## config.mk

```make
export PLATFORM = sky130hd
export DESIGN_NAME = theia_omem_drain
export DESIGN_NICKNAME = d
export VERILOG_FILES = /design/src/rtl/theia_omem_drain.sv
export SDC_FILE = /design/constraint.sdc
export NUM_CORES = 1
export LEC_CHECK = 0
export CAP_MARGIN = 20
export CORE_MARGIN = 2
export CORE_UTILIZATION = 46
export DETAILED_ROUTE_END_ITERATION = 7
export GPL_ROUTABILITY_DRIVEN = 0
export PLACE_DENSITY_LB_ADDON = 0.15
export RECOVER_POWER = 50
export SETUP_SLACK_MARGIN = 0.02
export SLEW_MARGIN = 10
export SYNTH_ARGS = -nofsm -noshare
export SYNTH_HDL_FRONTEND = slang
export SYNTH_SLANG_ARGS = --single-unit
```

## constraint.sdc

```tcl
create_clock -name CLK_I -period 4.6 [get_ports CLK_I]
set_input_delay 0.69 -clock CLK_I [delete_from_list [all_inputs] [get_ports CLK_I]]
set_output_delay 0.69 -clock CLK_I [all_outputs]
set_load 0.1 [all_outputs]
```

## src/rtl/theia_omem_drain.sv

```systemverilog
// Output-memory drain: walks every core's output bank through the OMBSEL/OMADR read port
// and streams the returned words over valid/ready, buffered by a 2-entry FIFO.
module theia_omem_drain #(
    parameter int WB_WIDTH  = 32,
    parameter int CORE_BITS = 4,
    parameter int NUM_CORES = 16
) (
    input  logic                 CLK_I,
    input  logic                 RST_I,
    input  logic                 START_I,
    input  logic [WB_WIDTH-1:0]  WORDS_I,
    output logic [CORE_BITS-1:0] OMBSEL_O,
    output logic [WB_WIDTH-1:0]  OMADR_O,
    input  logic [WB_WIDTH-1:0]  OMEM_I,
    output logic [WB_WIDTH-1:0]  DAT_O,
    output logic [CORE_BITS-1:0] BANK_O,
    output logic                 VLD_O,
    input  logic                 RDY_I,
    output logic                 LAST_O,
    output logic                 BUSY_O,
    output logic                 DONE_O
);

    localparam logic [1:0] S_IDLE  = 2'd0;
    localparam logic [1:0] S_RUN   = 2'd1;
    localparam logic [1:0] S_FLUSH = 2'd2;

    logic [1:0]           state_q, state_d;
    logic [WB_WIDTH-1:0]  wcnt_q, wcnt_d;
    logic [CORE_BITS-1:0] bsel_q, bsel_d;
    logic [WB_WIDTH-1:0]  adr_q, adr_d;
    logic                 zdone_q, zdone_d;

    // One read in flight; its bank/last tags travel with it to the capture cycle.
    logic                 infl_q;
    logic [CORE_BITS-1:0] infl_bank_q;
    logic                 infl_last_q;

    logic [1:0][WB_WIDTH-1:0]  fdat_q;
    logic [1:0][CORE_BITS-1:0] fbank_q;
    logic [1:0]                flast_q;
    logic                      wr_q, rd_q;
    logic [1:0]                cnt_q;

    logic pop, push, issue, last_adr, last_bank, flush_done;

    assign pop        = (cnt_q != 2'd0) && RDY_I;
    assign push       = infl_q;
    assign last_adr   = (adr_q == wcnt_q - WB_WIDTH'(1));
    assign last_bank  = (bsel_q == CORE_BITS'(NUM_CORES - 1));
    // Count the slot freed by this cycle's pop so the stream sustains one beat per cycle.
    assign issue      = (state_q == S_RUN) &&
                        (({1'b0, cnt_q} + {2'b00, infl_q}) < (3'd2 + {2'b00, pop}));
    assign flush_done = (state_q == S_FLUSH) && (cnt_q == 2'd0) && !infl_q;

    always_comb begin
        state_d = state_q;
        wcnt_d  = wcnt_q;
        bsel_d  = bsel_q;
        adr_d   = adr_q;
        zdone_d = 1'b0;
        case (state_q)
            S_IDLE: if (START_I) begin
                wcnt_d = WORDS_I;
                bsel_d = '0;
                adr_d  = '0;
                if (WORDS_I != '0) state_d = S_RUN;
                else               zdone_d = 1'b1;
            end
            S_RUN: if (issue) begin
                if (last_adr) begin
                    adr_d  = '0;
                    bsel_d = bsel_q + CORE_BITS'(1);
                    if (last_bank) state_d = S_FLUSH;
                end else begin
                    adr_d = adr_q + WB_WIDTH'(1);
                end
            end
            S_FLUSH: if (flush_done) state_d = S_IDLE;
            default: state_d = S_IDLE;
        endcase
    end

    always_ff @(posedge CLK_I or posedge RST_I) begin
        if (RST_I) begin
            state_q     <= S_IDLE;
            wcnt_q      <= '0;
            bsel_q      <= '0;
            adr_q       <= '0;
            zdone_q     <= 1'b0;
            infl_q      <= 1'b0;
            infl_bank_q <= '0;
            infl_last_q <= 1'b0;
            fdat_q      <= '0;
            fbank_q     <= '0;
            flast_q     <= '0;
            wr_q        <= 1'b0;
            rd_q        <= 1'b0;
            cnt_q       <= 2'd0;
        end else begin
            state_q     <= state_d;
            wcnt_q      <= wcnt_d;
            bsel_q      <= bsel_d;
            adr_q       <= adr_d;
            zdone_q     <= zdone_d;
            infl_q      <= issue;
            infl_bank_q <= bsel_q;
            infl_last_q <= last_adr && last_bank;
            if (push) begin
                fdat_q[wr_q]  <= OMEM_I;
                fbank_q[wr_q] <= infl_bank_q;
                flast_q[wr_q] <= infl_last_q;
                wr_q          <= ~wr_q;
            end
            if (pop) rd_q <= ~rd_q;
            case ({push, pop})
                2'b10:   cnt_q <= cnt_q + 2'd1;
                2'b01:   cnt_q <= cnt_q - 2'd1;
                default: cnt_q <= cnt_q;
            endcase
        end
    end

    assign OMBSEL_O = bsel_q;
    assign OMADR_O  = adr_q;
    assign VLD_O    = (cnt_q != 2'd0);
    assign DAT_O    = fdat_q[rd_q];
    assign BANK_O   = fbank_q[rd_q];
    assign LAST_O   = flast_q[rd_q] && VLD_O;
    assign BUSY_O   = (state_q != S_IDLE);
    assign DONE_O   = zdone_q || flush_done;

endmodule

```

* Word level (Yosys, flattened, before mapping)
Index checks and enable logic that the tools add are counted.
** Word-level totals
- Register bits :: 155
- Input bits :: 68
- Output and inout bits :: 76
- Logic and storage cells :: 95
** Operators by class
- Add/sub/neg operators :: 7
- Order comparisons :: 4
- Equal/unequal tests :: 12
- Multiplexer cells :: 34
- Bitwise logic cells :: 2
- Reduce and logical (&&, ||, !) cells :: 20
** Operators by type and width (number)
- $mux 32 :: 6
- $bwmux 64 :: 1
- $pmux 32 s2 :: 1
- $add 32x1->32 const B :: 1
- $demux 32 s1 :: 1
- $eq 32x32->1 :: 1
- $reduce_bool 32->1 :: 1
- $sub 32x1->32 const B :: 1
- $mux 4 :: 6
- $mux 2 :: 6
- $ne 2x2->1 const B :: 6
- $bwmux 8 :: 1
- $pmux 4 s2 :: 1
- $reduce_bool 2->1 :: 4
- $logic_and 1x1->1 :: 7
- $mux 1 :: 6
- $pmux 2 s3 :: 1
- $reduce_and 6->1 :: 1
- $add 4x1->4 const B :: 1
- $demux 4 s1 :: 1
- $eq 2x1->1 const B :: 2
- $eq 2x2->1 const B :: 2
- $eq 4x4->1 const B :: 1
- $logic_not 2->1 :: 2
- 16 further kinds :: 18

* Longest topological paths before layout
- Word-level depth :: 7
- Gate-level depth with buffers :: 13
- Gate-level depth less buffers :: 10

* Worst setup path before layout
No wires, ideal clock.
- Path type :: reg2out
- Start :: reg rd_q
- End :: out LAST_O
- Arrival :: 2.418 ns
- Required time :: 3.910 ns
- Path slack :: 1.492 ns
- Stages on the path, launching flop included :: 5
- Path buffers :: 2
- Cell sequence :: dfrtp_1 -> clkbuf_1 -> clkbuf_1 -> mux2i_1 -> nor2_1
** Between the ends
- Longest elaborated chain between the ends :: 3
** RTL lines
- start, declared :: RTL line 42 : logic wr_q, rd_q;
- start signal, assigned :: RTL line 115 : if (pop) rd_q <= ~rd_q;
- $mux 1 (implied by the code) (2 in a row) :: RTL line 129 : assign LAST_O = flast_q[rd_q] && VLD_O;
- $logic_and 1x1->1 :: RTL line 129
- end, declared :: RTL line 19 : output logic LAST_O,
No other way between the ends. The select of a mux whose other input is x is not followed.

* Worst setup path in the final report
- Start :: in START_I
- End :: reg adr_q[18] (netlist: OMADR_O[18])
** Between the ends
- Longest elaborated chain between the ends :: 2
** RTL lines
- start, declared :: RTL line 10 : input logic START_I,
- $ne 2x2->1 (no line)
- $reduce_and 3->1 (no line)
- end signal, assigned :: RTL line 104 : adr_q <= adr_d;
- end, declared :: RTL line 31 : logic [WB_WIDTH-1:0] adr_q, adr_d;
No other way between the ends.
A chain may end at the register's enable or synchronous reset.

==> report_table.html <==
<table>
<tr><th>Metric</th><th>Value</th></tr>
<tr><th colspan="2">Outcome</th></tr>
<tr><td>Outcome</td><td>finished, violations left</td></tr>
<tr><td>Violations in the final reports</td><td>max-capacitance violations, max-slew violations</td></tr>
<tr><th colspan="2">Global routing</th></tr>
<tr><td>Total global routing overflow</td><td>0</td></tr>
<tr><td>Antenna violations before repair</td><td>0</td></tr>
<tr><td>Global-route wire length before repair</td><td>31600 um</td></tr>
<tr><td>Pin count of the biggest net entering global routing</td><td>156</td></tr>
<tr><td>Number of global-route vias before repair</td><td>6169</td></tr>
<tr><td>Total routing usage reported by global routing</td><td>around 22%</td></tr>
<tr><th colspan="2">Timing</th></tr>
<tr><td>Period utilisation layout</td><td>84.3%</td></tr>
<tr><td>Tightest Pin Transition</td><td>2.22 ns</td></tr>
<tr><td>Setup violators final</td><td>0</td></tr>
<tr><td>Worst-case clock skew</td><td>0.0105 ns</td></tr>
<tr><td>Worst-case headroom to the max-slew limit</td><td>-48.1%</td></tr>
<tr><td>Setup TNS</td><td>0 ns</td></tr>
<tr><td>Max Clk Rate</td><td>258 MHz</td></tr>
<tr><td>Max Transition Viols Final</td><td>~240</td></tr>
<tr><td>Min Hold Slack</td><td>0.485 ns</td></tr>
<tr><td>Hold Violations, Final</td><td>0</td></tr>
<tr><td>Final critical delay including setup and external delays</td><td>3.88 ns</td></tr>
<tr><td>Unrepaired setup endpoints after global routing</td><td>no</td></tr>
<tr><th colspan="2">Yosys</th></tr>
<tr><td>Post-synth ARST share</td><td>100%</td></tr>
<tr><td>Synthesis warning total</td><td>0</td></tr>
<tr><td>Seq/Total Area, Yosys</td><td>49.3%</td></tr>
<tr><td>Most instantiated flip-flop cell in the synthesis netlist</td><td>dfrtp_1</td></tr>
<tr><td>Net count of the mapped netlist</td><td>814</td></tr>
<tr><td>Largest family of logic cells by synthesized area</td><td>simple AND/OR/NAND/NOR gates</td></tr>
<tr><td>Syn Inst Count</td><td>740</td></tr>
<tr><td>Mapped Area</td><td>0.00787 mm2</td></tr>
<tr><td>Synth Area in Simple Gates</td><td>17.1%</td></tr>
<tr><td>Mux contribution to synthesized area</td><td>16.3%</td></tr>
<tr><td>Count of distinct cell types in the synthesized netlist</td><td>58</td></tr>
<tr><td>Compound-gate portion of the synthesized area</td><td>under 10%</td></tr>
<tr><td>Synth Area in Adders</td><td>0.954%</td></tr>
<tr><td>Flops &amp; latches, synth</td><td>between 150 and 200</td></tr>
<tr><td>Number of enable-type register cells in the synthesized netlist</td><td>0</td></tr>
<tr><td>Avg Cell Area, Syn</td><td>around 11 um2</td></tr>
<tr><td>Xor and xnor area share after synthesis</td><td>8.46%</td></tr>
<tr><th colspan="2">Power</th></tr>
<tr><td>Pwr Density</td><td>772 mW/mm2</td></tr>
<tr><td>Sequential share of power</td><td>between 20% and 30%</td></tr>
<tr><td>Net switching power</td><td>around 3.8 mW</td></tr>
<tr><td>Clock network power share</td><td>roughly 18%</td></tr>
<tr><td>Leakage power of the design</td><td>4.31 nW</td></tr>
<tr><td>Power Internal</td><td>3.88 mW</td></tr>
<tr><td>Sw frac</td><td>between 40% and 50%</td></tr>
<tr><td>Maximum VDD drop</td><td>0.000490 V</td></tr>
<tr><td>Comb pwr share</td><td>54.1%</td></tr>
<tr><th colspan="2">Critical path</th></tr>
<tr><td>Maximum fanout encountered on the critical timing path</td><td>40</td></tr>
<tr><td>R2r endpoint</td><td>OMADR_O[18]</td></tr>
<tr><td>Kind of end point of the critical path</td><td>flip-flop</td></tr>
<tr><td>Category of the most critical setup path</td><td>input port to flip-flop</td></tr>
<tr><td>Required time worst endpoint</td><td>4.90 ns</td></tr>
<tr><td>Type of origin of the critical path</td><td>input port</td></tr>
<tr><td>Register-to-register path setup slack</td><td>0.88 ns</td></tr>
<tr><td>Start of the worst register-to-register path</td><td>state_q[1]</td></tr>
<tr><td>Arrival time of the worst setup path</td><td>about 4.2 ns</td></tr>
<tr><td>Number of cells traversed by the worst register-to-register path</td><td>10</td></tr>
<tr><th colspan="2">Routing</th></tr>
<tr><td>TritonRoute pass-1 iters</td><td>4</td></tr>
<tr><td>DRT Wirelength</td><td>19600 um</td></tr>
<tr><td>Per-cell via count in the routed design</td><td>5.45</td></tr>
<tr><td>Wire per inst</td><td>17.7 um</td></tr>
<tr><td>Residual DRC</td><td>0</td></tr>
<tr><td>Detail Route Antenna Nets</td><td>0</td></tr>
<tr><td>Via total after detailed routing</td><td>6055</td></tr>
<tr><td>Drt initial violations</td><td>310</td></tr>
<tr><th colspan="2">Clock tree</th></tr>
<tr><td>Source-to-sink clock delay at the later pin of the worst-skew pair</td><td>0.42 ns</td></tr>
<tr><td>TritonCTS clock tree</td><td>done</td></tr>
<tr><td>Setup bufs post-CTS</td><td>0</td></tr>
<tr><td>H-tree depth</td><td>4</td></tr>
<tr><td>Resized cells post-CTS</td><td>0</td></tr>
<tr><td>Clock slew at reported path FFs</td><td>0.06 ns</td></tr>
<tr><td>Number of CTS-inserted buffers</td><td>17</td></tr>
<tr><td>Sink count of the clock tree</td><td>155</td></tr>
<tr><td>Root buffer selected by CTS</td><td>clkbuf_16</td></tr>
<tr><td>Hold buffer count at CTS</td><td>0</td></tr>
<tr><td>CTS max path bufs</td><td>2</td></tr>
<tr><th colspan="2">Worst hold path</th></tr>
<tr><td>Worst min-delay path endpoint</td><td>wr_q</td></tr>
<tr><td>Startpoint of the lowest-slack hold path</td><td>wr_q</td></tr>
<tr><td>Worst min-delay path category</td><td>flip-flop to flip-flop</td></tr>
<tr><td>Hold Path Stages</td><td>1</td></tr>
<tr><th colspan="2">Cells and area</th></tr>
<tr><td>Non-filler cells in the finished layout</td><td>roughly 1.1k</td></tr>
<tr><td>Ant. Diodes</td><td>0</td></tr>
<tr><td>Layout overhead on the synthesized area</td><td>26.6%</td></tr>
<tr><td>Final Net Count</td><td>951</td></tr>
<tr><td>Share of final-layout standard cells stronger than drive strength 1</td><td>22.0%</td></tr>
<tr><th colspan="2">Floorplan</th></tr>
<tr><td>Die outline area</td><td>around 0.018 mm2</td></tr>
<tr><td># rows</td><td>47</td></tr>
<tr><td>Overall die height</td><td>about 130 um</td></tr>
<tr><td>Starting density of the core</td><td>47.3%</td></tr>
<tr><td>I/O pin count</td><td>144</td></tr>
<tr><td>Placeable Area</td><td>0.0166 mm2</td></tr>
<tr><td>Die X</td><td>135 um</td></tr>
<tr><th colspan="2">Flow run</th></tr>
<tr><td>Max-capacitance violation count</td><td>3</td></tr>
<tr><th colspan="2">Place</th></tr>
<tr><td>Number of port buffers</td><td>143</td></tr>
<tr><td>Half-perimeter wire length after placement</td><td>13900 um</td></tr>
<tr><td>Placed Cells incl. Taps</td><td>approximately 1.1k</td></tr>
</table>
-- area by class of cell --
type,instances,area [um2]
clock buffer,17,425
timing repair buffer,150,1380
clock inverter,15,138
multi-input combinational,532,3780
sequential,155,3880
tap,220,275
fill,1405,6680
inverter,21,82.6
-- routing by layer --
layer,track usage [%],up-vias,share of wire (%)
li1,-,2855,-
met2,37.7,174,50
met1,28.5,3009,43
met5,0,-,0
met4,6.20,0,1.4
met3,4.58,17,5.4
-- power groups by stage --
| stage | clock network (mW) | registers, mW | logic (mW) |
|---|---|---|---|
| after floorplan | 0 | 2.24 | 3.26 |
| after global placement | 0 | 2.16 | 4.11 |
| after detailed placement | 0 | 2.21 | 4.16 |
| after CTS | 1.37 | 2.19 | 4.18 |
| after global routing | 1.43 | 2.26 | 4.37 |
| final | 1.35 | 2.19 | 4.16 |
-- per-stage QoR --
stage / instance area, um2 / total power [mW] / util (%) / setup WS, ns
2_1_floorplan: 7870 / 5.50 / - / 1.49
3_3_place_gp: 9420 / 6.27 / 56.6 / 1.07
3_5_place_dp: 9420 / 6.37 / 56.6 / 0.885
4_1_cts: 9980 / 7.73 / 60.0 / 0.893
5_1_grt: 9960 / 8.05 / 59.9 / 0.483
6_report: 9960 / 7.69 / 59.9 / 0.720
-- cells in the mapped netlist (5+ instances only) --
master      n  area [um2]
a21oi_1     5        25.0
a31oi_1     6        37.5
and3_1     10        62.6
buf_2       5        25.0
clkbuf_1   25        93.8
dfrtp_1   155        3880
ha_1        6        75.1
inv_1      21        78.8
mux2_2    110        1240
nand2_1   115         432
nand3_1    19        95.1
nand4_1    11        68.8
nor2_1     51         191
nor3_1     13        65.1
nor4_1     17         106
o21ai_0    12        60.1
or3_1       6        37.5
xnor2_1    42         368
xor2_1     34         298
-- worst max path at each step --
stage	from	to	slack [ns]	cells after the start
finish	START_I	OMADR_O[18]	0.72	10
global route	START_I	OMADR_O[28]	0.48	10
CTS	wcnt_q[0]	OMBSEL_O[0]	0.89	11
detailed placement	wcnt_q[0]	OMBSEL_O[0]	0.88	11
global placement	wcnt_q[2]	OMBSEL_O[0]	1.07	9
floorplan	rd_q	LAST_O	1.49	4
-- registers in the layout, indices dropped and copies added (netlist names), 2 cells and up --
name,flops
OMADR_O,32
OMBSEL_O,4
cnt_q,2
fbank_q,8
fdat_q,64
flast_q,2
infl_bank_q,4
state_q,2
wcnt_q,32
-- placed cells by master (no fill, tap or decap), types with 19 or more instances in the layout --
cell / synthesis / layout
buf_4: 0 / 41
clkdlybuf4s50_1: 0 / 104
dfrtp_1: 155 / 155
inv_1: 21 / 20
mux2_2: 110 / 110
nand2_1: 115 / 115
nand3_1: 19 / 19
nor2_1: 51 / 51
xnor2_1: 42 / 42
xor2_1: 34 / 34
-- critical path, stage by stage --
cell             delay, ns
clkdlybuf4s50_1       0.51
and2_1                0.13
clkbuf_1              1.24
a31o_2                0.31
nand4_1               0.11
buf_4                 0.20
nor2_1                0.52
nand3_1               0.21
xor2_1                0.19
nor2_1                0.05
-- cell families (layout without fill, tap and decap cells) --
group | after synthesis | in the layout
simple gates | 278 | 278
compound gates | 58 | 58
flops | 155 | 155
fa+ha+maj | 6 | 6
xor+xnor | 76 | 76
buf+inv | 53 | 203
mux | 114 | 114
(Power assumes the default switching activity.)
